**config.mk**
```make
export PLATFORM = sky130hd
export DESIGN_NAME = afe_cfg_apb_bridge
export DESIGN_NICKNAME = d
export VERILOG_FILES = /design/src/rtl/afe_cfg_apb_bridge.sv
export SDC_FILE = /design/constraint.sdc
export NUM_CORES = 1
export LEC_CHECK = 0
export ABC_AREA = 1
export CAP_MARGIN = 15
export CORE_MARGIN = 2
export CORE_UTILIZATION = 40
export DETAILED_ROUTE_END_ITERATION = 8
export PLACE_DENSITY = 0.8
export SLEW_MARGIN = 20
export SYNTH_ARGS = -nofsm -noshare
export SYNTH_HDL_FRONTEND = slang
export SYNTH_SLANG_ARGS = --single-unit
```
**constraint.sdc**
```tcl
create_clock -name clk_i -period 3.3 [get_ports clk_i]
set_input_delay 0.66 -clock clk_i [delete_from_list [all_inputs] [get_ports clk_i]]
set_output_delay 0.66 -clock clk_i [all_outputs]
set_load 0.05 [all_outputs]
```
**src/rtl/afe_cfg_apb_bridge.sv**
```systemverilog
// APB3 slave to AFE cfg-bus initiator bridge: one cfg request per APB transfer, registered outputs.
// Optional request timeout with error response when AFE_CFG_BRIDGE_TIMEOUT_EN is defined.
module afe_cfg_apb_bridge #(
  parameter int APB_AWIDTH     = 12,
  parameter int CFG_AWIDTH     = 11,
  parameter int TIMEOUT_CYCLES = 16,
  parameter int TO_CNT_WIDTH   = 5
) (
  input  logic                  clk_i,
  input  logic                  rst_i,
  input  logic [APB_AWIDTH-1:0] apb_paddr_i,
  input  logic [31:0]           apb_pwdata_i,
  input  logic                  apb_pwrite_i,
  input  logic                  apb_psel_i,
  input  logic                  apb_penable_i,
  output logic [31:0]           apb_prdata_o,
  output logic                  apb_pready_o,
  output logic                  apb_pslverr_o,
  output logic [CFG_AWIDTH-1:0] cfg_addr_o,
  output logic [31:0]           cfg_wdata_o,
  output logic                  cfg_rwn_o,
  output logic                  cfg_valid_o,
  input  logic [31:0]           cfg_rdata_i,
  input  logic                  cfg_ready_i,
  output logic                  busy_o
);

  typedef enum logic [1:0] {
    S_IDLE = 2'd0,
    S_REQ  = 2'd1,
    S_RESP = 2'd2
  } state_t;

  // Byte address widened so the word slice exists even when the APB bus is narrower.
  localparam int PW = (APB_AWIDTH > CFG_AWIDTH + 2) ? APB_AWIDTH : CFG_AWIDTH + 2;

  state_t                r_state;
  state_t                w_state_nxt;
  logic [PW-1:0]         w_paddr_ext;
  logic                  w_setup;
  logic                  w_handshake;
  logic                  w_expire;
  logic                  w_unused;

  logic                  r_valid, w_valid_nxt;
  logic [CFG_AWIDTH-1:0] r_addr, w_addr_nxt;
  logic [31:0]           r_wdata, w_wdata_nxt;
  logic                  r_rwn, w_rwn_nxt;
  logic [31:0]           r_prdata, w_prdata_nxt;
  logic                  r_pready, w_pready_nxt;
  logic                  r_pslverr, w_pslverr_nxt;
  logic                  r_busy, w_busy_nxt;

  assign w_paddr_ext = PW'(apb_paddr_i);
  assign w_setup     = apb_psel_i & ~apb_penable_i;
  assign w_handshake = (r_state == S_REQ) & cfg_ready_i;

`ifdef AFE_CFG_BRIDGE_TIMEOUT_EN
  logic [TO_CNT_WIDTH-1:0] r_to_cnt;

  assign w_expire = (r_state == S_REQ) & ~cfg_ready_i &
                    (r_to_cnt == TO_CNT_WIDTH'(TIMEOUT_CYCLES - 1));
  assign w_unused = ^w_paddr_ext[1:0];

  // Timeout counter: cleared on accept, counts stalled REQ cycles, saturates.
  always_ff @(posedge clk_i) begin
    if (rst_i) begin
      r_to_cnt <= '0;
    end else if ((r_state == S_IDLE) && w_setup) begin
      r_to_cnt <= '0;
    end else if ((r_state == S_REQ) && !cfg_ready_i && (r_to_cnt != {TO_CNT_WIDTH{1'b1}})) begin
      r_to_cnt <= r_to_cnt + TO_CNT_WIDTH'(1);
    end else begin
      r_to_cnt <= r_to_cnt;
    end
  end
`else
  assign w_expire = 1'b0;
  assign w_unused = ^{w_paddr_ext[1:0], 32'(TIMEOUT_CYCLES), 32'(TO_CNT_WIDTH)};
`endif

  // State and output registers.
  always_ff @(posedge clk_i) begin
    if (rst_i) begin
      r_state   <= S_IDLE;
      r_valid   <= 1'b0;
      r_addr    <= '0;
      r_wdata   <= 32'h0;
      r_rwn     <= 1'b1;
      r_prdata  <= 32'h0;
      r_pready  <= 1'b0;
      r_pslverr <= 1'b0;
      r_busy    <= 1'b0;
    end else begin
      r_state   <= w_state_nxt;
      r_valid   <= w_valid_nxt;
      r_addr    <= w_addr_nxt;
      r_wdata   <= w_wdata_nxt;
      r_rwn     <= w_rwn_nxt;
      r_prdata  <= w_prdata_nxt;
      r_pready  <= w_pready_nxt;
      r_pslverr <= w_pslverr_nxt;
      r_busy    <= w_busy_nxt;
    end
  end

  // Next-state logic; a setup with penable already high is ignored.
  always_comb begin
    w_state_nxt = r_state;
    case (r_state)
      S_IDLE: begin
        if (w_setup) w_state_nxt = S_REQ;
        else         w_state_nxt = S_IDLE;
      end
      S_REQ: begin
        if (w_handshake || w_expire) w_state_nxt = S_RESP;
        else                         w_state_nxt = S_REQ;
      end
      S_RESP:  w_state_nxt = S_IDLE;
      default: w_state_nxt = S_IDLE;
    endcase
  end

  // Next values of the output registers; prdata is only non-zero during the RESP cycle.
  always_comb begin
    w_valid_nxt   = (w_state_nxt == S_REQ);
    w_busy_nxt    = (w_state_nxt != S_IDLE);
    w_pready_nxt  = w_handshake | w_expire;
    w_pslverr_nxt = w_expire;
    if (w_handshake) begin
      w_prdata_nxt = r_rwn ? cfg_rdata_i : 32'h0;
    end else if (w_expire) begin
      w_prdata_nxt = 32'hDEAD_0BAD;
    end else begin
      w_prdata_nxt = 32'h0;
    end
    if ((r_state == S_IDLE) && w_setup) begin
      w_addr_nxt  = w_paddr_ext[CFG_AWIDTH+1:2];
      w_wdata_nxt = apb_pwdata_i;
      w_rwn_nxt   = ~apb_pwrite_i;
    end else begin
      w_addr_nxt  = r_addr;
      w_wdata_nxt = r_wdata;
      w_rwn_nxt   = r_rwn;
    end
  end

  assign cfg_valid_o   = r_valid;
  assign cfg_addr_o    = r_addr;
  assign cfg_wdata_o   = r_wdata;
  assign cfg_rwn_o     = r_rwn;
  assign apb_prdata_o  = r_prdata;
  assign apb_pready_o  = r_pready;
  assign apb_pslverr_o = r_pslverr;
  assign busy_o        = r_busy;

endmodule
```
==> metrics.md, run 1 <==
| Metric | Value |
|---|---|
| Status | complete, no violations |
| Worst Path Max Fanout | 3 |
| CTS buffer count | 9 |
| Antenna-violating nets left | 0 |
| Initial Utilization | 0.4178 |
| Number of cell rows | 31 |
| Cell variety after synth | 17 |
| TritonCTS clock tree | yes |
| Reg2reg setup slack | around 2 ns |
| Crit. Startpoint | cfg_rwn_o |
| Grt total ovfl | 0 |
| Post-synthesis mux area share | 0 |
| Largest stage delay, worst path | ~0.84 ns |
| Top cell type's share of synthesized area | 0.5229 |
| Buf+Inv Stages, Crit Path | 1 |
| Slew at the pin closest to its max-slew limit | about 0.54 ns |
| Vias in the first global route | about 2,700 |
| Clk_skew | 0.01126 ns |
| Die Area | ~8400 µm² |
| PortBufs | 157 |
| Slowest cell on the critical path | clkdlybuf4s50_1 |
| Total number of yosys warnings | 0 |
| Via count | about 2,900 |
| Leakage | 2.198 nW |
| Seq/Total Area, Yosys | 0.5229 |
| Vias per inst | 4.394 |
| Largest net degree at the start of global routing | 53 |
| Reg2Reg Depth | 6 |
| DRT iter0 DRCs | between 90 and 100 |
| Share of post-route cells with drive strength above 1 | 0.07401 |
| Hold depth | 2 |
| Nets | ~630 |
| DR DRC count | 0 |
| Combinational family with the most area after synthesis | simple AND/OR/NAND/NOR gates |
| Clk root buf | clkbuf_8 |
| CP Class | reg -> out |
| Post-DP HPWL | ~5.4 mm |
| CP delay by family, top | buffers and inverters |
| Final setup TNS | 0 ns |
| CORE AREA | 7331 µm² |
| Adder-Cell Fraction of Synth Area | 0 |
| GRT Resource Usage Total | 0.1838 |
| CP required | approximately 2.6 ns |
| Clk sinks | 80 |
| CP Cell Sequence | clkdlybuf4s50_1 |
| Hold Startpoint | cfg_wdata_o[0] |
| Initial antenna violation count | 0 |
| Yosys reg bits | 80 |
| RSZ-0062 raised after global routing | no |
| Post-Synth XOR/XNOR Area | 0 |
| Top Ports | ~160 |
| DR pass1 iterations | 4 |
| Final Max Slew Viols | 0 |
| Synth Instances | 402 |
| Die Ht | just over 90 µm |
| Die width | ~92 µm |
| GPL Wtd Cong | about 0.72 |
| Hold_buf cts | 0 |
| CP startpoint kind | register |
| WL final | 7.472 mm |
| Slew headroom | 0.6389 |
| Largest cells by area after synthesis | dfxtp_1, inv_1, nor2_1, nand3_1, a21oi_1 |
| Area delta synth->final | 57.43% |
| Post-CTS setup buffer count | 0 |
| CTS H-tree depth | 3 |
| Simple-gate area share of the yosys netlist | 0.2533 |
| Mapped cell area | around 3000 µm² |
| Power per cell area | between 400 and 500 nW/µm² |
| Max Clk Rate | 0.4475 GHz |
| Diodes inserted | 0 |
| Post-CTS Resized | 0 |
| Area fraction in compound gates after synthesis | 0.06863 |
| First-pass GRT wire length | approximately 13 mm |
| Post-layout util | 0.6578 |
| Clock transition at path regs | roughly 0.08 ns |
| CTS max path bufs | 2 |
| Routed WL per cell | between 10 and 15 µm |
| Max Cap Viol | 0 |
| Period minus WS final | 2.235 ns |
| Clk Latency, worst-skew pair | 0.34 ns |
| Synth area leader | dfxtp_1 |
| Hold Fails Final Rpt | 0 |
| Final setup violation count | 0 |
| CP Capture Type | output port |
| Period utilisation layout | 0.6772 |
| Min-delay worst type | reg -> reg |
| Worst R2R Start | r_state[1] |
| Mean cell area of the mapped netlist | between 7 and 8 µm² |
| Critical path depth in cells | 1 |
| VDD IR max | ~0.00027 V |
| Worst Path Arrival | ~1.6 ns |
-- state kept, by name, indices dropped and copies added, names as in the netlist --
signal,count
apb_pready_o,1
cfg_valid_o,1
busy_o,1
r_state,2
cfg_addr_o,10
cfg_rwn_o,1
apb_prdata_o,32
cfg_wdata_o,32
-- path summary, 6_finish.rpt --
path                         end
hold reg to reg   cfg_wdata_o[0]
hold / removal    cfg_wdata_o[0]
setup reg to reg          busy_o
setup / recovery       cfg_rwn_o
-- through the flow --
step | hold slack (ns) | cells | power [mW] | setup WS, ns | cell area (µm²)
detailed placement | 0.4684 | 637 | 1.548 | 0.9131 | 4633
global route | 0.5208 | 653 | 2.304 | 1.023 | 4822
global placement | 0.4595 | 637 | 1.541 | 0.9343 | 4633
CTS | 0.4912 | 653 | 2.219 | 1.033 | 4822
floorplan | 0.5195 | 403 | 1.354 | 1.896 | 3067
finish | 0.4826 | 653 | 2.191 | 1.065 | 4822
-- worst min-delay path: stages, from the launching register on --
cell and delay, ns:
dfxtp_1 0.33, a21oi_1 0.04, nor2_1 0.08
-- cell type report --
cell class                      count  area (µm²)
Inverter                           80       300.3
Tap cell                           99       123.9
Clock buffer                       10       137.6
Timing Repair Buffer              162        1609
Multi-Input combinational cell    216       998.5
Clock inverter                      6       51.30
Sequential cell                    80        1602
Fill cell                         626        2509
-- cells in the mapped netlist (all sizes together) --
library cell  instances
a21oi                42
clkbuf               10
clkinv                1
nand2                48
nand3                44
dfxtp                80
conb                  1
buf                  17
nand3b                2
nor2                 78
inv                  79
-- metal layers --
| layer | vias to the layer above | track usage | part of all wire |
|---|---|---|---|
| li1 | 1491 | - | - |
| met1 | 1246 | 0.2119 | 0.39 |
| met2 | 113 | 0.3088 | 0.49 |
| met3 | 19 | 0.05311 | 0.082 |
| met4 | 0 | 0.09343 | 0.035 |
| met5 | - | 0 | 0 |
-- where the power goes --
| group | switching (mW) | total, mW | leakage (nW) | internal [mW] |
|---|---|---|---|---|
| clock | 0.365 | 0.668 | 0.0870 | 0.303 |
| sequential | 0.0229 | 1.03 | 0.653 | 1.01 |
| combinational | 0.289 | 0.491 | 1.46 | 0.203 |
| total | 0.677 | 2.19 | 2.20 | 1.51 |
-- cell families after synthesis --
group	after synthesis
compound gates	42
other cells	1
flops	80
simple gates	172
buf+inv	107
-- cell usage in the layout (no fill, tap or decap), drive strengths merged --
cell type / count
clkinv: 2
a21oi: 42
nand3b: 2
nand3: 44
clkbuf: 10
dfxtp: 80
nand2: 48
nor2: 78
conb: 2
inv: 81
clkinvlp: 3
buf: 5
clkdlybuf4s50: 157
Power figures use the tool's default switching activity.
==> inputs of run 2 (changes only) <==
--- a/config.mk
+++ b/config.mk
@@ -8,9 +8,9 @@
 export ABC_AREA = 1
 export CAP_MARGIN = 15
 export CORE_MARGIN = 2
-export CORE_UTILIZATION = 40
+export CORE_UTILIZATION = 35
 export DETAILED_ROUTE_END_ITERATION = 8
-export PLACE_DENSITY = 0.8
+export PLACE_DENSITY = 0.75
 export SLEW_MARGIN = 20
 export SYNTH_ARGS = -nofsm -noshare
 export SYNTH_HDL_FRONTEND = slang
==> constraint.sdc (replaced) <==
create_clock -name clk_i -period 1.95 [get_ports clk_i]
set_input_delay 0.39 -clock clk_i [delete_from_list [all_inputs] [get_ports clk_i]]
set_output_delay 0.39 -clock clk_i [all_outputs]
set_load 0.05 [all_outputs]
==> metrics.md, run 2 (synthesis results as in run 1) <==
| Metric | Value |
|---|---|
| Status | complete, no violations |
| Worst R2R Start | r_state[0] |
| Slew headroom | 0.6460 (+0.007076) |
| Hold depth | 2 (unchanged) |
| Hold Startpoint | cfg_wdata_o[30] |
| VDD IR max | 0.0004342 V (+63%) |
| Post-layout util | 0.5687 (-0.08907) |
| Vias per inst | 4.328 (-1.5%) |
| Comb power frac | 0.218 (-0.006) |
| Nets | 633 (+0.32%) |
| Final worst slack | 0.04955 ns (-1.016 ns) |
| Clk_skew | 0.01136 ns (+0.00009900 ns) |
| Reg2reg setup slack | 0.69 ns (-1.31 ns) |
| Placed cell areas | 4672 µm² (+0.84%) |
| Via count | 2,874 (+0.17%) |
| Clk sinks | 80 (unchanged) |
| Period minus WS final | 1.900 ns |
| Pre-CTS setup slack | 0.1542 ns (-0.7588 ns) |
| CTS max path bufs | 2 (unchanged) |
| Worst Path Max Fanout | 2 (-1) |
| Number of cell rows | 34 (+9.7%) |
| Int Power | 2.675 mW (+77%) |
| Most common cell after layout, fill and taps aside | clkdlybuf4s50_1 |
| Critical path depth in cells | 1 (unchanged) |
| Clock transition at path regs | 0.09 ns (about the same) |
| Fill count | 755 (+21%) |
| Slew at the pin closest to its max-slew limit | 0.5293 ns (-0.01058 ns) |
| Hold path endpoint | cfg_wdata_o[30] |
| Area delta synth->final | 59.56% |
| Slowest cell on the critical path | clkdlybuf4s50_1 |
| Largest net degree at the start of global routing | 69 (+30%) |
| Post-CTS setup buffer count | 0 (unchanged) |
| Seq pwr share | 0.454 (-0.017) |
| CP required | 1.56 ns (-1.08 ns) |
| WHS | 0.4858 ns (+0.003253 ns) |
| Max Clk Rate | 0.5262 GHz |
| Clk root buf | clkbuf_8 |
| WL final | 7.230 mm (-3.2%) |
| Clock network power share | 0.327 (+0.022) |
| CP delay by family, top | buffers and inverters |
| Largest stage delay, worst path | 0.81 ns (-0.03 ns) |
| Initial antenna violation count | 0 (unchanged) |
| Initial Utilization | 0.3564 (-0.06138) |
| Hold Fails Final Rpt | 0 (unchanged) |
| Net Sw Frac | 0.3045 (-0.004258) |
| Reg2reg end | apb_prdata_o[26] |
| First-pass GRT wire length | 11.81 mm (-5.6%) |
| CP Cell Sequence | clkdlybuf4s50_1 |
| Leakage | 2.287 nW (+4.1%) |
| CTS H-tree depth | 3 (unchanged) |
| Routed WL per cell | 10.89 µm (-4.8%) |
| Period utilisation layout | 0.9746 |
| Psw | 1.171 mW (+73%) |
| Worst Path Arrival | 1.51 ns (-0.06 ns) |
| Grt total ovfl | 0 (unchanged) |
| Vias in the first global route | 2,612 (-4.0%) |
| Diodes inserted | 0 (unchanged) |
| Antenna-violating nets left | 0 (unchanged) |
| CP Class | reg -> out |
| Max Cap Viol | 0 (unchanged) |
| Power per cell area | 786.9 nW/µm² (+73%) |
| Area of the multi-input gates | 998.5 µm² (unchanged) |
| DRT iter0 DRCs | 105 (+13%) |
| Die Ht | 97.55 µm (+6.6%) |
| GRT Resource Usage Total | 0.1506 (-0.03325) |
| Final Cell Area | 4887 µm² (+1.3%) |
| Final setup TNS | 0 ns (unchanged) |
| CORE AREA | 8593 µm² (+17%) |
| Min-delay worst type | reg -> reg |
| Share of post-route cells with drive strength above 1 | 0.08633 (+0.01232) |
| Die width | 97.55 µm (+6.6%) |
| Flip-flop and latch area | 1602 µm² (unchanged) |
| Top Ports | 162 (unchanged) |
| Clk Latency, worst-skew pair | 0.35 ns (about the same) |
| CTS buffer count | 9 (unchanged) |
| CP startpoint kind | register |
| GPL Wtd Cong | 0.7593 (+5.1%) |
| TritonCTS clock tree | yes |
| Most frequent cells in the layout | clkdlybuf4s50_1, dfxtp_1, inv_1 |
| Reg2Reg Depth | 4 (-2) |
| Die Area | 9516 µm² (+14%) |
| DR pass1 iterations | 4 (unchanged) |
| CP Capture Type | output port |
| Post-DP HPWL | 5.315 mm (-1.3%) |
| DR DRC count | 0 (unchanged) |
| Final setup violation count | 0 (unchanged) |
| PortBufs | 157 (unchanged) |
| Buf+Inv Stages, Crit Path | 1 (unchanged) |
| RSZ-0062 raised after global routing | no |
| Final Max Slew Viols | 0 (unchanged) |
run 2: cell type report:
type	count	share of cell area
repair buffers	164	0.3364
flip-flops and latches	80	0.3277
multi-input cells	216	0.2043
inverters	80	0.06144
well taps	108	0.02765
clock buffers	9	0.02535
clock inverters	7	0.01715
run 2: worst max-delay path by stage:
stage	startpoint	end	slack, ns
finish	cfg_wdata_o[4]	cfg_wdata_o[4]	0.05
global route	cfg_wdata_o[11]	cfg_wdata_o[11]	0.0008
CTS	cfg_wdata_o[6]	cfg_wdata_o[6]	0.02
detailed placement	rst_i	cfg_wdata_o[20]	0.15
floorplan	apb_penable_i	cfg_wdata_o[8]	0.82
global placement	rst_i	cfg_wdata_o[25]	0.17
run 2: per-layer routing:
| metal | up-vias | part of all wire | GRT usage |
|---|---|---|---|
| met1 | 1255 | 0.42 | 0.1724 |
| met3 | 12 | 0.11 | 0.07266 |
| met4 | 0 | 0.016 | 0.05876 |
| met5 | - | 0 | 0 |
| met2 | 115 | 0.45 | 0.2424 |
| li1 | 1492 | - | - |
run 2: what timing repair did:
item,in CTS,in global routing
hold buffers,0,0
setup endpoints to repair,0,3
resized for setup,0,3
run 2: power by group through the flow:
stage                     clock, mW  combinational [mW]  sequential [mW]
after global placement            0               0.835             1.78
after floorplan                   0               0.251             2.04
after detailed placement          0               0.846             1.79
final                          1.26               0.840             1.75
after CTS                      1.31               0.847             1.75
after global routing           1.36               0.903             1.76
run 2: per-stage QoR:
stage          std cells  total power [mW]
4_1_cts              664             3.902
3_3_place_gp         648             2.618
2_1_floorplan        403             2.291
5_1_grt              664             4.019
6_report             664             3.846
3_5_place_dp         648             2.632
